<file path="src/rtl/m_definitions.sv">
// rtl/m_definitions.sv - shared op codes, states and constants for the RV32M sequencer
package m_definitions;

    localparam logic [2:0] OP_MUL    = 3'b000;
    localparam logic [2:0] OP_MULH   = 3'b001;
    localparam logic [2:0] OP_MULHSU = 3'b010;
    localparam logic [2:0] OP_MULHU  = 3'b011;
    localparam logic [2:0] OP_DIV    = 3'b100;
    localparam logic [2:0] OP_DIVU   = 3'b101;
    localparam logic [2:0] OP_REM    = 3'b110;
    localparam logic [2:0] OP_REMU   = 3'b111;

    typedef enum logic [2:0] {
        S_IDLE,
        S_MUL,
        S_DIV,
        S_FIX,
        S_DONE
    } state_e;

    localparam int MUX_DIV_REM_LENGTH = 1;
    localparam logic [MUX_DIV_REM_LENGTH-1:0] MUX_DIV_REM_R = 1'b1;
    localparam logic [MUX_DIV_REM_LENGTH-1:0] MUX_DIV_REM_Z = 1'b0;

    localparam int DIV_ITERS = 32;

    function automatic logic [31:0] abs32(input logic [31:0] v, input logic neg);
        return neg ? (~v + 32'd1) : v;
    endfunction

endpackage

</file>
<file path="src/rtl/m_seq_ctrl.sv">
// rtl/m_seq_ctrl.sv - RV32M multiply/divide sequencer owning the divider R/D/Z registers
module m_seq_ctrl
    import m_definitions::*;
#(
    parameter int unsigned MUL_CYCLES = 1
) (
    input  logic                          clk,
    input  logic                          resetn,
    input  logic                          in_valid,
    output logic                          in_ready,
    input  logic [2:0]                    in_op,
    input  logic [31:0]                   in_a,
    input  logic [31:0]                   in_b,
    input  logic                          kill,
    output logic                          out_valid,
    input  logic                          out_ready,
    output logic [31:0]                   out_result,
    output logic [MUX_DIV_REM_LENGTH-1:0] mux_div_rem,
    output logic [31:0]                   R,
    output logic [62:0]                   D,
    output logic [31:0]                   Z,
    output logic [32:0]                   mult_a,
    output logic [32:0]                   mult_b,
    input  logic                          sub_neg,
    input  logic [31:0]                   sub_result,
    input  logic [31:0]                   div_rem,
    input  logic [31:0]                   div_rem_neg,
    input  logic [65:0]                   product
);

    state_e      state_q, state_d;
    logic [2:0]  op_q, op_d;
    logic        neg_a_q, neg_a_d;
    logic        neg_b_q, neg_b_d;
    logic [31:0] a_q, a_d;
    logic [31:0] b_q, b_d;
    logic        setup_q, setup_d;
    logic [4:0]  cnt_q, cnt_d;
    logic [2:0]  mul_cnt_q, mul_cnt_d;
    logic [31:0] out_result_q, out_result_d;
    logic [31:0] r_q, r_d;
    logic [62:0] d_q, d_d;
    logic [31:0] z_q, z_d;
    logic [32:0] mult_a_q, mult_a_d;
    logic [32:0] mult_b_q, mult_b_d;

    logic accept;
    logic fix_neg;
    logic unused_product_top;

    assign unused_product_top = ^product[65:64];

    assign in_ready    = (state_q == S_IDLE) && !kill;
    assign accept      = in_valid && in_ready;
    assign out_valid   = (state_q == S_DONE);
    assign out_result  = out_result_q;
    assign R           = r_q;
    assign D           = d_q;
    assign Z           = z_q;
    assign mult_a      = mult_a_q;
    assign mult_b      = mult_b_q;
    assign mux_div_rem = (state_q == S_FIX && op_q[1]) ? MUX_DIV_REM_R : MUX_DIV_REM_Z;

    // Remainder follows the dividend's sign; quotient is negative when signs differ.
    assign fix_neg = op_q[1] ? neg_a_q : (neg_a_q ^ neg_b_q);

    always_comb begin
        state_d      = state_q;
        op_d         = op_q;
        neg_a_d      = neg_a_q;
        neg_b_d      = neg_b_q;
        a_d          = a_q;
        b_d          = b_q;
        setup_d      = setup_q;
        cnt_d        = cnt_q;
        mul_cnt_d    = mul_cnt_q;
        out_result_d = out_result_q;
        r_d          = r_q;
        d_d          = d_q;
        z_d          = z_q;
        mult_a_d     = mult_a_q;
        mult_b_d     = mult_b_q;

        case (state_q)
            S_IDLE: begin
                if (accept) begin
                    op_d    = in_op;
                    a_d     = in_a;
                    b_d     = in_b;
                    neg_a_d = !in_op[0] && in_a[31] && in_op[2];
                    neg_b_d = !in_op[0] && in_b[31] && in_op[2];
                    if (!in_op[2]) begin
                        mult_a_d  = {(in_op[1:0] != 2'b11) && in_a[31], in_a};
                        mult_b_d  = {!in_op[1] && in_b[31], in_b};
                        mul_cnt_d = '0;
                        state_d   = S_MUL;
                    end else if (in_b == 32'd0) begin
                        out_result_d = in_op[1] ? in_a : 32'hFFFF_FFFF;
                        state_d      = S_DONE;
                    end else begin
                        setup_d = 1'b1;
                        state_d = S_DIV;
                    end
                end
            end
            S_MUL: begin
                if (mul_cnt_q == 3'(MUL_CYCLES)) begin
                    out_result_d = (op_q == OP_MUL) ? product[31:0] : product[63:32];
                    state_d      = S_DONE;
                end else begin
                    mul_cnt_d = mul_cnt_q + 3'd1;
                end
            end
            S_DIV: begin
                if (setup_q) begin
                    r_d     = abs32(a_q, neg_a_q);
                    d_d     = {abs32(b_q, neg_b_q), 31'b0};
                    z_d     = '0;
                    cnt_d   = 5'(DIV_ITERS - 1);
                    setup_d = 1'b0;
                end else begin
                    if (!sub_neg) begin
                        r_d        = sub_result;
                        z_d[cnt_q] = 1'b1;
                    end
                    d_d = d_q >> 1;
                    if (cnt_q == 5'd0) begin
                        state_d = S_FIX;
                    end else begin
                        cnt_d = cnt_q - 5'd1;
                    end
                end
            end
            S_FIX: begin
                out_result_d = fix_neg ? div_rem_neg : div_rem;
                state_d      = S_DONE;
            end
            S_DONE: begin
                if (out_ready) begin
                    state_d = S_IDLE;
                end
            end
            default: state_d = S_IDLE;
        endcase

        if (kill) begin
            state_d = S_IDLE;
            setup_d = 1'b0;
        end
    end

    always_ff @(posedge clk or negedge resetn) begin
        if (!resetn) begin
            state_q      <= S_IDLE;
            op_q         <= '0;
            neg_a_q      <= 1'b0;
            neg_b_q      <= 1'b0;
            a_q          <= '0;
            b_q          <= '0;
            setup_q      <= 1'b0;
            cnt_q        <= '0;
            mul_cnt_q    <= '0;
            out_result_q <= '0;
            r_q          <= '0;
            d_q          <= '0;
            z_q          <= '0;
            mult_a_q     <= '0;
            mult_b_q     <= '0;
        end else begin
            state_q      <= state_d;
            op_q         <= op_d;
            neg_a_q      <= neg_a_d;
            neg_b_q      <= neg_b_d;
            a_q          <= a_d;
            b_q          <= b_d;
            setup_q      <= setup_d;
            cnt_q        <= cnt_d;
            mul_cnt_q    <= mul_cnt_d;
            out_result_q <= out_result_d;
            r_q          <= r_d;
            d_q          <= d_d;
            z_q          <= z_d;
            mult_a_q     <= mult_a_d;
            mult_b_q     <= mult_b_d;
        end
    end

endmodule

</file>
<file path="config.mk">
export PLATFORM = sky130hd
export DESIGN_NAME = m_seq_ctrl
export DESIGN_NICKNAME = d
export VERILOG_FILES = /design/src/rtl/m_definitions.sv /design/src/rtl/m_seq_ctrl.sv
export SDC_FILE = /design/constraint.sdc
export NUM_CORES = 1
export LEC_CHECK = 0
export ABC_AREA = 1
export CORE_MARGIN = 4
export CORE_UTILIZATION = 50
export CTS_CLUSTER_SIZE = 30
export DETAILED_ROUTE_END_ITERATION = 6
export PLACE_DENSITY = 0.81
export REMOVE_ABC_BUFFERS = 1
export SYNTH_ARGS = -nofsm -noshare
export SYNTH_HDL_FRONTEND = slang
export SYNTH_SLANG_ARGS = --single-unit
</file>
<file path="constraint.sdc">
create_clock -name clk -period 2.76 [get_ports clk]
set_input_delay 0.552 -clock clk [delete_from_list [all_inputs] [get_ports clk]]
set_output_delay 0.552 -clock clk [all_outputs]
set_load 0.01 [all_outputs]
</file>
==> metrics.cfg <==
[synth]
synth_edf_count = 0
async_reset_ff_frac = 1.000
syn_area_per_cell_um2 = 7.460
netlist_area_mm2 = 0.01575
syn_inst = 2111
ys_types = 38
synth_ff_type = dfrtp_1
ys_seq_elements = 306
yosysSeqAreaShare = 0.4862
yosysWarnings = 0

[power]
power_uw = 23530
peakVddDrop_v = 0.0005258
power_density_mw_per_mm2 = 1073
p_leak_uw = 0.01030

[clock_network]
cts.path.max_buffers = 3
cts_setup_buffers = 0
clock_latency_ns = 0.50
cts_buffers = 34
cts_resized = 0
ctsHoldBuffers = 0
htreeDepth = 2
cts_tree = done
clk_pin_slew_ns = 0.06
cts.sinks = 306
cts_root_buffer = clkbuf_16

[worst_setup_path]
critPathArrivalTime_ns = 2.07
crit_type = reg2out
r2r_start = state_q[2]
regToRegSetupSlack_ns = 0.60
required_ns = 2.21
crit_path_end = mux_div_rem
crit_path_max_fanout = 5
r2r_cells = 9
crit_start = state_q[2]
rr_endpoint = out_result[25]
worstSetupEndpointType = output pin
worst_setup_path_start_kind = flop

[sta]
tightest_slew_ns = 1.160
period_needed_ns = 2.621
relSlewSlack = 0.2260
slew_viol_final = 0
skew_ns = 0.01960
rsz0062_at_grt = no
fmax_ghz = 0.3815
finalCritPeriodShare = 0.9496
hold_viol = 0
finalSetupViolCount = 0
hold_ws_ns = 0.01650

[grt]
overflow = 0
antenna_found_initial = 3
grt_pass1_wl_mm = 81.89
grt_pass1_vias = 15480
grt_util_all_layers = 0.2970
grt_max_degree = 78

[floorplanning]
die_y_um = 185.5
die_w_um = 185.5
ios = 463
initial_core_util = 0.5108
die-area_mm2 = 0.03440
core_mm2 = 0.03083
rows = 64

[drt]
drcViolationCount = 0
ant_nets = 0
vias_per_cell = 5.393
num_vias = 15940
drtIter0Drc = 1161
wl_per_cell_um = 17.78
drtPass1Iterations = 7
wl_mm = 52.53

[final_layout]
synthToLayoutAreaGrowth_pct = 39.25
final_common_cell = nand2_1
layout_common_cells = 619 x nand2_1, 459 x clkdlybuf4s50_1, 305 x dfrtp_1, 249 x o21ai_0, 223 x inv_1
fin_cells = 2955
drive_above_1_share = 0.04773
finalNetCount = 2779

[worst_hold_path]
hold_class = in2async

[placed_design]
placed_cells = 2895
io_buffers = 460
place_congestion = 0.9631
hpwl_mm = 39.16

[job]
drv_cap = 0

[outcome]
status = finished, final reports clean

power by group:
part           internal (µW)  leakage [µW]  switching, µW  total, µW
logic                   4800       0.00588           6410      11200
registers               6370       0.00388           1470       7840
clock network           2670      0.000535           1800       4470
routing by layer:
metal / up-vias / wire length, µm / global-route usage
met4: 0 / 2030 / 0.1157
met2: 703 / 25840 / 0.5057
met5: - / 0 / 0
met3: 127 / 4356 / 0.05961
li1: 7666 / - / -
met1: 7441 / 20310 / 0.3746
worst min-delay path by stage:
stage,slack [ns],depth (start not counted),to
after floorplan,0.26,0,D[0]
after global placement,0.46,2,out_result[10]
after detailed placement,0.46,2,out_result[2]
after CTS,0.03,1,b_q[1]
after global routing,0.03,1,D[28]
final,0.02,1,D[27]
critical path, stage by stage (launching register included):
cell	delay, ns
dfrtp_1	0.44
inv_2	0.15
nand2_2	0.10
nor3_1	0.25
clkdlybuf4s50_1	0.63
cell usage after synthesis (3+ instances only):
library cell	count	share of area
nor2_2	9	0.0036
nor2_1	188	0.045
dfrtp_1	306	0.49
nand3b_1	3	0.0014
buf_2	24	0.0076
nand2_2	5	0.0020
inv_1	224	0.053
o21ai_0	249	0.079
ha_1	9	0.0072
o21ai_1	7	0.0022
inv_2	5	0.0012
nor2_4	4	0.0029
nand3_1	153	0.049
a31oi_1	4	0.0016
xor2_1	9	0.0050
clkbuf_1	73	0.017
o211ai_1	70	0.033
a21o_1	5	0.0024
nand2_1	621	0.15
buf_6	3	0.0021
o22ai_1	3	0.0012
nand4_1	17	0.0068
xnor2_1	6	0.0033
o221ai_1	4	0.0022
a21oi_1	76	0.024
or2_2	3	0.0012
buf_1	8	0.0019
nor3_1	13	0.0041
sequential cells by signal, indices dropped and copies added, names as in the netlist:
| register | count |
|---|---|
| setup_q | 1 |
| state_q | 3 |
| R | 32 |
| mul_cnt_q | 3 |
| cnt_q | 5 |
| op_q | 3 |
| a_q | 32 |
| D | 63 |
| mult_a | 33 |
| out_result | 32 |
| b_q | 32 |
| mult_b | 33 |
| Z | 32 |
| neg_b_q | 1 |
| neg_a_q | 1 |
cells by family after synthesis:
group           after synthesis  share of synthesized area
compound gates              423                     0.1489
xor+xnor                     15                   0.008342
fa+ha+maj                     9                   0.007150
buf+inv                     339                    0.08437
flops                       306                     0.4862
simple gates               1019                     0.2650
metrics by stage:
stage	instance area (µm²)	setup TNS (ns)	util	worst slack, ns
after floorplan	15280	-198.33	-	-1.465
after global placement	20830	0	0.6755	0.2757
after detailed placement	20830	0	0.6755	0.1968
after CTS	21920	0	0.7111	0.1603
after global routing	21930	0	0.7113	0.09331
final	21930	0	0.7113	0.1391
layout make-up:
| class | count | area (µm²) |
|---|---|---|
| fillers | 2426 | 8900 |
| well taps | 396 | 495.5 |
| inverters | 230 | 865.8 |
| clock inverters | 10 | 116.4 |
| repair buffers | 497 | 5012 |
| clock buffers | 47 | 980.9 |
| diodes | 3 | 7.507 |
| flip-flops and latches | 306 | 7661 |
| multi-input cells | 1466 | 6790 |
(Power assumes the default switching activity.)
==> edit, RTL diff (config.mk and constraints unchanged) <==
`a_q`, `b_q`, `out_result_q`, `r_q`, `d_q` and `z_q` no longer have a reset.
--- a/src/rtl/m_seq_ctrl.sv
+++ b/src/rtl/m_seq_ctrl.sv
@@ -157,4 +157,2 @@
             neg_b_q      <= 1'b0;
-            a_q          <= '0;
-            b_q          <= '0;
             setup_q      <= 1'b0;
@@ -162,6 +160,2 @@
             mul_cnt_q    <= '0;
-            out_result_q <= '0;
-            r_q          <= '0;
-            d_q          <= '0;
-            z_q          <= '0;
             mult_a_q     <= '0;
@@ -173,4 +167,2 @@
             neg_b_q      <= neg_b_d;
-            a_q          <= a_d;
-            b_q          <= b_d;
             setup_q      <= setup_d;
@@ -178,6 +170,2 @@
             mul_cnt_q    <= mul_cnt_d;
-            out_result_q <= out_result_d;
-            r_q          <= r_d;
-            d_q          <= d_d;
-            z_q          <= z_d;
             mult_a_q     <= mult_a_d;
@@ -187,2 +175,11 @@
 
+    always_ff @(posedge clk) begin
+        a_q          <= a_d;
+        b_q          <= b_d;
+        out_result_q <= out_result_d;
+        r_q          <= r_d;
+        d_q          <= d_d;
+        z_q          <= z_d;
+    end
+
 endmodule
Check against the original RTL: not equivalent (Yosys sat finds a counterexample within 4 cycles, from zero or initial values and one cycle with resetn low).
==> edit against the unedited design <==
  * First-iteration DRC count is 21% higher
  * Setup slack worse by 19 ps
  * Sequential power down 4.3%
  * Critical path depth is the same
  * Power down 15%
  * Cell area decreased by 5.0%
  * Hold slack gained 63 ps
  * Count of clock-buffer cells in the layout up 10
  * Sequential cell count stayed put
  * Highest routed layer unchanged
  * Synthesized area decreased by 7.6%
  * Sequential share of layout area is 7.2 points higher
  * Utilization is 1.5 points higher
  * Wire length is 3.6% lower
  * Fmax is 0.71% lower
==> edit: results (changes against the unedited design) <==
* Synth cell count leaders: nand2_1 (466), edfxtp_1 (223), nor2_1 (213)
* Post-synthesis sequential area ratio at 0.6028 (+0.1166)
* Initial antenna violation count at 4 (+1)
* Number of detailed-route iterations in the first pass at 6 (-1)
* Placed wire-length estimate at 37510 um (-4.2%)
* Number of buffers created by CTS at 35 (+2.9%)
* Cell Int Power at 12790 uW (-7.6%)
* Share of layout cells above drive strength 1 at 0.04771 (about the same)
* Fraction of registers with async set/reset at 0.2712 (-0.7288)
* Total GRT Usage at 0.3058 (+0.008829)
* Final #Nets at 2293 (-17%)
* Placed cells at 2396 (-17%)
* Placer Congestion at 0.8881 (-7.8%)
* Worst EP arrival at 2090 ps (+20 ps)
* Sequential cell power at 7500 uW (-4.3%)
* Worst Path Max Fanout at 7 (+2)
* Avg Cell Area, Syn at 9.114 um2 (+22%)
* Status: finished clean
* Post-synthesis xor/xnor area fraction at 0.01745 (+0.009108)
* Via-to-Cell Ratio at 5.475 (+1.5%)
* Adder-cell share of the synthesized area at 0.007737 (+0.0005864)
* Largest net degree at the start of global routing at 90 (+15%)
* Vias in the first global route at 12.95k (-16%)
* DRC marker count from the first detailed-route iteration at 1409 (+21%)
* Skew final at 18.00 ps (-1.602 ps)
* Clock Power Share at 0.233 (+0.043)
* Peak supply drop at 0.0005290 V (+0.60%)
* P_leak at 0.008498 uW (-17%)
edit: changes by cell type after synthesis, moves of 65 or more:
cell,delta
dfrtp_1,-223
edfxtp_1,+223
nand2_1,-155
inv_1,-95
o21ai_0,-84
nand3_1,-79
o211ai_1,-65
edit: cell families after synthesis:
group           count (synthesis)
xor+xnor                       29
buf+inv                       206
simple gates                  793
flops                         306
fa+ha+maj                       9
compound gates                254
edit: cell type report:
class | instances | area (um2)
clock buffer | 57 | 1071
multi-input combinational | 1085 | 5019
timing repair buffer | 486 | 4885
sequential | 306 | 8777
clock inverter | 6 | 86.33
antenna | 4 | 10.01
fill | 2166 | 7868
tap | 384 | 480.5
inverter | 135 | 506.7
edit: layer usage:
layer / routed length, um / track usage / vias to the layer above
met5: 0 / 0 / -
met4: 1828 / 0.1027 / 0
met3: 4824 / 0.07016 / 119
met2: 23940 / 0.4898 / 764
met1: 20030 / 0.4149 / 6356
li1: - / - / 6247
edit: path summary, 6_finish.rpt:
kind,startpoint,to,slack (ps),cells after the start
max in group asynchronous,resetn,setup_q,2030,2
min in group clk,mult_a[28],mult_a[28],480,2
max,state_q[1],in_ready,120,4
max reg2reg,neg_a_q,out_result[7],320,6
min reg2reg,mult_a[28],mult_a[28],480,2
min,resetn,cnt_q[4],80,1
edit: critical path, delay by kind of cell, from the launching register on:
kind / cells / cell delay (ps)
DFF: 1 / 430
and+or+nand+nor: 2 / 390
buffers and inverters: 2 / 780
edit: stage by stage:
stage	utilization	power [uW]	hold WS, ps	setup TNS (ps)	worst slack [ps]
final	0.7259	19960	79.07	0	120.3
after global routing	0.7259	21050	121.1	0	7.822
after CTS	0.7255	20000	95.42	0	109.7
after detailed placement	0.6852	15310	463.7	0	202.8
after global placement	0.6852	15060	461.9	0	274.3
after floorplan	-	11220	256.4	-519580	-4292
